[src/rtl/code_engine.sv]
`default_nettype none
// ============================================================================
// Module   : code_engine
// Brief    : Keypad code entry buffer with PC/UC/pending-code comparison FSM.
// Revision : 1.0
// ============================================================================
module code_engine #(
    parameter int                  MAX_DIGITS = 6,
    parameter int                  UC_MIN     = 4,
    parameter int                  PC_LEN     = 4,
    parameter logic [4*PC_LEN-1:0] PC_CODE    = 16'h1234,
    parameter logic [15:0]         UC_INIT    = 16'h0000
) (
    input  logic       hwclk,
    input  logic       reset,
    input  logic [3:0] button,
    input  logic       bstate,
    input  logic       read_input,
    input  logic [1:0] compareType,
    input  logic       store,
    output logic       correct_input,
    output logic       data_ready,
    output logic       validLength,
    output logic       validLengthPC
);

    localparam int CW = $clog2(MAX_DIGITS + 1);

    localparam logic [CW-1:0] c_MAX      = CW'(MAX_DIGITS);
    localparam logic [CW-1:0] c_UC_MIN   = CW'(UC_MIN);
    localparam logic [CW-1:0] c_PC_LEN   = CW'(PC_LEN);
    localparam logic [CW-1:0] c_UC_ILEN  = CW'(4);
    localparam logic [CW-1:0] c_ONE      = CW'(1);

    localparam logic [1:0] c_ST_IDLE = 2'd0;
    localparam logic [1:0] c_ST_LOAD = 2'd1;
    localparam logic [1:0] c_ST_CMP  = 2'd2;
    localparam logic [1:0] c_ST_DONE = 2'd3;

    localparam logic [1:0] c_MODE_PC   = 2'b00;
    localparam logic [1:0] c_MODE_UC   = 2'b01;
    localparam logic [1:0] c_MODE_PEND = 2'b10;
    localparam logic [1:0] c_MODE_CAP  = 2'b11;

    logic [1:0]    r_state;
    logic [1:0]    w_state_nxt;

    logic          r_bstate;
    logic          r_store_q;
    logic [CW-1:0] r_count;
    logic [3:0]    r_buf  [MAX_DIGITS];
    logic [3:0]    r_ent  [MAX_DIGITS];
    logic [CW-1:0] r_ent_len;
    logic [1:0]    r_ent_mode;
    logic [3:0]    r_pend [MAX_DIGITS];
    logic [CW-1:0] r_pend_len;
    logic [3:0]    r_uc   [MAX_DIGITS];
    logic [CW-1:0] r_uc_len;
    logic [3:0]    r_tgt  [MAX_DIGITS];
    logic [CW-1:0] r_tgt_len;
    logic [CW-1:0] r_idx;
    logic          r_len_ok;
    logic          r_result;

    logic [3:0]    w_pc      [MAX_DIGITS];
    logic [3:0]    w_uc_init [MAX_DIGITS];

    logic          w_press;
    logic          w_key_digit;
    logic          w_key_cancel;
    logic          w_key_term;
    logic          w_term_acc;
    logic          w_cmp_done;
    logic          w_cmp_result;

    // Fixed codes unpacked to one digit per slot, most significant nibble first.
    genvar gi;
    generate
        for (gi = 0; gi < MAX_DIGITS; gi++) begin : g_codes
            if (gi < PC_LEN) begin : g_pc_dig
                assign w_pc[gi] = PC_CODE[4*(PC_LEN-gi)-1 -: 4];
            end else begin : g_pc_pad
                assign w_pc[gi] = 4'h0;
            end
            if (gi < 4) begin : g_uc_dig
                assign w_uc_init[gi] = UC_INIT[4*(4-gi)-1 -: 4];
            end else begin : g_uc_pad
                assign w_uc_init[gi] = 4'h0;
            end
        end
    endgenerate

    // A press event is the release of a held key, seen as a 1->0 on bstate.
    assign w_press      = r_bstate & ~bstate & read_input;
    assign w_key_digit  = w_press & (button <= 4'd6);
    assign w_key_cancel = w_press & (button == 4'd7);
    assign w_key_term   = w_press & ((button == 4'd8) | (button == 4'd9));
    assign w_term_acc   = w_key_term & ((r_state == c_ST_IDLE) | (r_state == c_ST_DONE));

    assign validLength   = (r_count >= c_UC_MIN) && (r_count <= c_MAX);
    assign validLengthPC = (r_count == c_PC_LEN);

    always_ff @(posedge hwclk) begin
        if (reset) begin
            r_state <= c_ST_IDLE;
        end else begin
            r_state <= w_state_nxt;
        end
    end

    // The first CMP cycle checks lengths only; digit comparison follows.
    always_comb begin
        w_state_nxt  = r_state;
        w_cmp_done   = 1'b0;
        w_cmp_result = 1'b0;
        case (r_state)
            c_ST_IDLE: begin
                if (w_term_acc) begin
                    w_state_nxt = c_ST_LOAD;
                end
            end
            c_ST_LOAD: begin
                w_state_nxt = (r_ent_mode == c_MODE_CAP) ? c_ST_IDLE : c_ST_CMP;
            end
            c_ST_CMP: begin
                if (!r_len_ok) begin
                    if (r_tgt_len != r_ent_len) begin
                        w_cmp_done = 1'b1;
                    end else if (r_ent_len == '0) begin
                        w_cmp_done   = 1'b1;
                        w_cmp_result = 1'b1;
                    end
                end else if (r_tgt[r_idx] != r_ent[r_idx]) begin
                    w_cmp_done = 1'b1;
                end else if (r_idx == (r_ent_len - c_ONE)) begin
                    w_cmp_done   = 1'b1;
                    w_cmp_result = 1'b1;
                end
                if (w_cmp_done) begin
                    w_state_nxt = c_ST_DONE;
                end
            end
            c_ST_DONE: begin
                if (w_term_acc) begin
                    w_state_nxt = c_ST_LOAD;
                end else if (w_key_digit | w_key_cancel) begin
                    w_state_nxt = c_ST_IDLE;
                end
            end
            default: w_state_nxt = c_ST_IDLE;
        endcase
    end

    always_comb begin
        data_ready    = (r_state == c_ST_DONE);
        correct_input = (r_state == c_ST_DONE) & r_result;
    end

    always_ff @(posedge hwclk) begin
        if (reset) begin
            r_bstate   <= 1'b0;
            r_store_q  <= 1'b0;
            r_count    <= '0;
            r_ent_len  <= '0;
            r_ent_mode <= c_MODE_PC;
            r_pend_len <= '0;
            r_uc_len   <= c_UC_ILEN;
            r_tgt_len  <= '0;
            r_idx      <= '0;
            r_len_ok   <= 1'b0;
            r_result   <= 1'b0;
            for (int k = 0; k < MAX_DIGITS; k++) begin
                r_buf[k]  <= 4'h0;
                r_ent[k]  <= 4'h0;
                r_pend[k] <= 4'h0;
                r_tgt[k]  <= 4'h0;
                r_uc[k]   <= w_uc_init[k];
            end
        end else begin
            r_bstate  <= bstate;
            r_store_q <= store;

            if (w_term_acc) begin
                r_ent      <= r_buf;
                r_ent_len  <= r_count;
                r_ent_mode <= compareType;
                r_count    <= '0;
            end else if (w_key_cancel) begin
                r_count <= '0;
            end else if (w_key_digit && (r_count < c_MAX)) begin
                r_buf[r_count] <= button;
                r_count        <= r_count + c_ONE;
            end

            if (r_state == c_ST_LOAD) begin
                r_idx    <= '0;
                r_len_ok <= 1'b0;
                case (r_ent_mode)
                    c_MODE_PC: begin
                        r_tgt     <= w_pc;
                        r_tgt_len <= c_PC_LEN;
                    end
                    c_MODE_UC: begin
                        r_tgt     <= r_uc;
                        r_tgt_len <= r_uc_len;
                    end
                    c_MODE_PEND: begin
                        r_tgt     <= r_pend;
                        r_tgt_len <= r_pend_len;
                    end
                    default: begin
                        r_pend     <= r_ent;
                        r_pend_len <= r_ent_len;
                    end
                endcase
            end else if (r_state == c_ST_CMP) begin
                if (w_cmp_done) begin
                    r_result <= w_cmp_result;
                end else if (!r_len_ok) begin
                    r_len_ok <= 1'b1;
                end else begin
                    r_idx <= r_idx + c_ONE;
                end
            end

            // Edge-triggered so a held store does not keep overwriting UC.
            if (store && !r_store_q) begin
                r_uc     <= r_pend;
                r_uc_len <= r_pend_len;
            end
        end
    end

endmodule
`default_nettype wire

[config.mk]
export PLATFORM = sky130hd
export DESIGN_NAME = code_engine
export DESIGN_NICKNAME = d
export VERILOG_FILES = /design/src/rtl/code_engine.sv
export SDC_FILE = /design/constraint.sdc
export NUM_CORES = 1
export LEC_CHECK = 0
export BUFFER_PORTS_ARGS = -buffer_cell sky130_fd_sc_hd__buf_2
export CORE_MARGIN = 10
export CORE_UTILIZATION = 60
export DETAILED_ROUTE_END_ITERATION = 7
export PLACE_DENSITY = 0.77
export SYNTH_ARGS = -nofsm -noshare
export SYNTH_HDL_FRONTEND = slang
export SYNTH_SLANG_ARGS = --single-unit
export TNS_END_PERCENT = 30
[constraint.sdc]
create_clock -name hwclk -period 2.8 [get_ports hwclk]
set_clock_uncertainty 0.1 [all_clocks]
set_input_delay 0.56 -clock hwclk [delete_from_list [all_inputs] [get_ports hwclk]]
set_output_delay 0.56 -clock hwclk [all_outputs]
set_load 0.01 [all_outputs]
### Word level (Yosys, flattened, before mapping)

Cells that the tools add are included.

| word-level totals | value |
|---|---|
| register bits after elaboration | 146 |
| input bits | 11 |
| output and inout bits | 4 |

| cells by class | value |
|---|---|
| $add $sub $neg | 3 |
| order comparisons | 7 |
| equal/unequal tests | 16 |
| multiplexer cells | 27 |
| bitwise logic cells | 18 |
| reductions and logical operators | 19 |

Operator list:

| cell | number |
|---|---|
| $pmux W24 S3 | 1 |
| $bmux W4 S3 | 2 |
| $bwmux W24 | 1 |
| $mux W4 | 5 |
| $demux W4 S3 | 1 |
| $reduce_and A3 Y1 | 4 |
| $mux W1 | 10 |
| $mux W2 | 5 |
| $pmux W3 S3 | 1 |
| $eq A2 B2 Y1 const B | 4 |
| $eq A4 B4 Y1 const B | 2 |
| $ge A4 B4 Y1 const B | 2 |
| $not A3 Y4 | 2 |
| $pmux W2 S4 | 1 |
| $and A1 B1 Y1 | 7 |
| $add A3 B1 Y3 const B | 2 |
| $not A1 Y1 | 6 |
| $reduce_and A2 Y1 | 3 |
| $reduce_or A3 Y1 | 2 |
| $eq A2 B1 Y1 const B | 2 |
| $eq A4 B3 Y1 const B | 1 |
| $le A4 B3 Y1 const B | 1 |
| $logic_and A1 B1 Y1 | 4 |
| $logic_not A2 Y1 | 2 |
| 17 further kinds | 19 |

### Logic depth before layout (Yosys ltp)

| logic depth | value |
|---|---|
| depth in word-level cells | 11 |
| gate-level depth with buffers | 8 |
| gate-level depth less buffers | 8 |

### Least setup slack after synthesis

Ideal clock, no wire load.

| path | value |
|---|---|
| kind | reg2reg |
| start point | register r_ent_len[0] |
| end point | register (tool-made name) |
| arrival | 2.190 ns |
| required time | 2.577 ns |
| slack | 0.387 ns |
| cell stages (with the launch flop) | 9 |
| period minus slack after synthesis | 2.413 ns |
| cells stage by stage | dfxtp_1 -> inv_1 -> ha_1 -> or3_1 -> a2111oi_1 -> and2_1 -> nor2_1 -> a21oi_1 -> mux2_1 |

RTL lines:

| what | RTL line | source |
|---|---|---|
| from (decl) | 53 | `logic [CW-1:0] r_ent_len;` |
| from (signal assigned) | 185 | `r_ent_len <= r_count;` |

### Worst setup path after layout

| path | value |
|---|---|
| start point | register r_idx[0] |
| end point | register r_idx[2] |

| on the way | value |
|---|---|
| cells in the longest elaborated chain, start to end | 11 |
| elaborated cells between the ends (all ways) | 17 |

RTL lines:

| what | RTL line | source |
|---|---|---|
| from (decl) | 61 | `logic [CW-1:0] r_idx;` |
| from (signal assigned) | 222 | `r_idx <= r_idx + c_ONE;` |
| $not A3 Y4 (implied by the code) | 133 | `end else if (r_tgt[r_idx] != r_ent[r_idx]) begin` |
| $bmux W4 S3 | 133 |  |
| $mux W4 (implied by the code) (2 in a row) | 133 |  |
| $ne A4 B4 Y1 | 133 |  |
| $mux W1 | 133 |  |
| $mux W1 | 126 | `if (!r_len_ok) begin` |
| $mux W1 (2 in a row) | 116 | `case (r_state)` |
| $not A1 Y1 (no source line) | n/a |  |
| $reduce_and A3 Y1 (no source line) | n/a |  |

Several ways; a longest one is shown, not always the timed one. The select of a mux whose other input is x is not followed.
A chain may end at the register's enable or synchronous reset.

==> flow_metrics.py <==
metrics = {
    "run_status": {
        "status": "finished, final reports clean",
    },
    "clocking": {
        "cts_setup_buffers": 0,
        "cts_tree": "done",
        "clock_latency_ns": 0.53,
        "cts_buffers": 17,
        "hold_buffers": 0,
        "cts.repair.resized": 0,
        "clk_pin_slew_ns": 0.06,
        "clock_path_buffers": 2,
        "clock_tree.root_cell": "clkbuf_8",
        "cts.sinks": 146,
        "h-tree-depth": 4,
    },
    "global_route": {
        "met1_usage": 0.254,
        "use_met2": 0.356,
        "grt_overflow": 0,
        "antenna_found_initial": 0,
        "grt_max_degree": 58,
        "grt_usage": 0.211,
        "grt_util_met3": 0.0558,
        "first_global_vias": 4913,
        "top_usage_layer": "met2",
        "grt_pass1_wl_mm": 24.7,
    },
    "pwr": {
        "clockPowerShare": 0.487,
        "swShare": 0.229,
        "power_switching_mw": 1.02,
        "pwr-share-comb": 0.040,
        "power.density_nw_per_um2": 644,
        "p_leak_nw": 2.55,
        "seqPwrFrac": 0.473,
        "finalPower_mw": 4.47,
        "vdd_drop_max_mv": 0.447,
        "power.internal_mw": 3.45,
    },
    "critical_path": {
        "endpoint_kind": "flop",
        "path_max_fanout": 6,
        "cp.arrival_ns": 2.90,
        "path_cells": "mux4_2 > xor2_1 > o41ai_4 > o311ai_1 > or3_1 > a21boi_1",
        "critPathSlowestCell": "mux4_2",
        "cp_slowest_stage_delay_ns": 0.55,
        "crit_buf_inv": 0,
        "cpLargestDelayFamily": "compound AO/OA/AOI/OAI gates",
        "critPathKind": "reg -> reg",
        "reg2reg_depth": 6,
        "crit_required_ns": 3.16,
        "cp.depth": 6,
        "crit_path_start_kind": "flop",
    },
    "die": {
        "die_area_um2": 14600,
        "rows": 36,
        "io-pin-count": 15,
        "fp.dieW_um": 121,
        "fp.dieH_um": 121,
        "initial_utilization": 0.621,
        "core_um2": 9860,
    },
    "placed_design": {
        "hpwl_mm": 9.77,
        "port_buffers": 14,
        "pre_cts_slack_ns": 0.138,
        "gp_congestion": 0.939,
    },
    "sta": {
        "worstMarginPinSlew_ns": 0.534,
        "tns_ns": 0,
        "finalHoldViolations": 0,
        "setup_viol": 0,
        "drv_slew": 0,
        "rsz0062_at_grt": "no",
        "max_clock_freq_ghz": 0.393,
        "period_share": 0.909,
        "layout_setup_ws_ns": 0.255,
        "relSlewSlack": 0.642,
        "finalCriticalPeriod_ns": 2.55,
    },
    "hold_path": {
        "worstHoldPathCells": 2,
        "hold_path.class": "in -> reg",
    },
    "drt": {
        "drc": 0,
        "drtIter0Drc": 451,
        "vias": 5097,
        "wire_per_inst_um": 17.1,
        "viasPerCell": 5.87,
        "drt-pass1-iter-count": 7,
        "antenna_left": 0,
        "drt-total-wl_mm": 14.9,
    },
    "yosys": {
        "synth_warnings": 0,
        "synth_top_area_frac": 0.477,
        "syn-cell-area_um2": 6120,
        "yosys-top-cells-area": "dfxtp_1 48%, nand2_1 11%, a21oi_1 7.3%",
        "async_flop_share": 0,
        "synth-edff-count": 0,
        "synth_cell_type_count": 48,
        "yosysMostFrequentCell": "nand2_1",
        "synth_seq_cells": 146,
        "synth_commonest_cells": "177 x nand2_1, 146 x dfxtp_1, 89 x a21oi_1, 57 x nor2_1, 46 x clkbuf_1",
        "synth_ff_type": "dfxtp_1",
        "yosysTopAreaCell": "dfxtp_1",
        "syn_inst": 716,
        "ys_seq_area_frac": 0.477,
        "syn_nets": 740,
        "avgSynthCellArea_um2": 8.55,
    },
    "layout": {
        "drive_above_1_share": 0.102,
        "antennaDiodeCount": 0,
        "seqCellArea_um2": 2920,
        "area_growth_syn_to_layout_pct": 13.4,
        "multiInputGateArea_um2": 2980,
        "fill_cells": 756,
        "final_net_count": 747,
    },
    "run": {
        "maxCapViolations": 0,
    },
}
power by group through the flow:
stage	clock (mW)	combinational (mW)	sequential, mW
floorplan	0	0.118	2.15
global placement	0	0.171	2.16
detailed placement	0	0.175	2.16
CTS	2.20	0.177	2.11
global route	2.30	0.197	2.11
finish	2.18	0.178	2.11
path summary, 6_finish.rpt:
kind,to,from,slack [ns]
worst max-delay path,r_idx[2]$_SDFFE_PP0P_,r_idx[0]$_SDFFE_PP0P_,0.25
worst min-delay path,r_bstate$_SDFF_PP0_,bstate,0.17
worst max register to register,r_idx[2]$_SDFFE_PP0P_,r_idx[0]$_SDFFE_PP0P_,0.25
worst min register to register,r_ent[19]$_SDFFE_PP0P_,r_buf[19]$_SDFFE_PP0P_,0.35
worst register-to-register path: stages, from the launching register on:
cell and delay (ns):
dfxtp_1 0.48, mux4_2 0.55, xor2_1 0.20, o41ai_4 0.43, o311ai_1 0.21, or3_1 0.38, a21boi_1 0.14
layout make-up:
class / instances / share of cell area
clock buffers: 21 / 0.0633
clock inverters: 11 / 0.0187
inverters: 10 / 0.00541
multi-input cells: 510 / 0.429
flip-flops and latches: 146 / 0.421
well taps: 133 / 0.0240
repair buffers: 38 / 0.0382
per-stage QoR:
stage / cell area (µm²) / instances / hold WS (ns) / utilization
4_1_cts: 6940 / 869 / 0.154 / 0.704
6_report: 6940 / 869 / 0.174 / 0.704
3_3_place_gp: 6370 / 837 / 0.335 / 0.646
3_5_place_dp: 6370 / 837 / 0.346 / 0.646
2_1_floorplan: 6120 / 716 / 0.327 / -
5_1_grt: 6940 / 869 / 0.161 / 0.704
registers in the layout, summed over array words and instances, names as in the netlist, 2 cells and up, named ones only:
| signal | cells |
|---|---|
| r_ent_mode | 2 |
| r_idx | 3 |
| r_count | 3 |
| r_pend | 24 |
| r_buf | 24 |
| r_ent_len | 3 |
| r_pend_len | 3 |
| r_tgt_len | 3 |
| r_ent | 24 |
| r_uc_len | 3 |
| r_tgt | 24 |
| r_uc | 24 |
routing by layer:
layer / vias to the layer above / share of wire
li1: 2458 / -
met1: 2470 / 0.43
met2: 147 / 0.51
met3: 22 / 0.053
met4: 0 / 0.016
met5: - / 0
logic make-up after synthesis:
group,after synthesis,synth area share
and+or+nand+nor,286,0.198
AOI/OAI and AO/OA,160,0.168
DFF,146,0.477
buffers and inverters,60,0.0372
muxes,26,0.0540
xor gates and xnor gates,25,0.0380
adders and majority gates,13,0.0266
cell usage in the layout (no fill, tap or decap), types with 3 or more instances in the layout:
cell type,n
buf_2,13
nor3b_1,4
nor2_1,57
clkbuf_16,16
nand2_1,177
a21oi_1,89
dfxtp_1,145
nor2b_1,3
clkbuf_1,3
a22oi_1,21
buf_4,24
a22o_1,21
and2_1,5
o21ai_0,3
mux2i_1,18
mux4_2,4
mux2_1,3
xor2_1,15
a221oi_1,6
and3b_1,3
nand2b_1,5
nand3b_1,3
nor3_1,8
xnor2_1,9
inv_1,10
a211oi_1,6
or3_1,4
ha_1,13
nand3_1,6
clkinvlp_4,4
(Power assumes the default switching activity.)
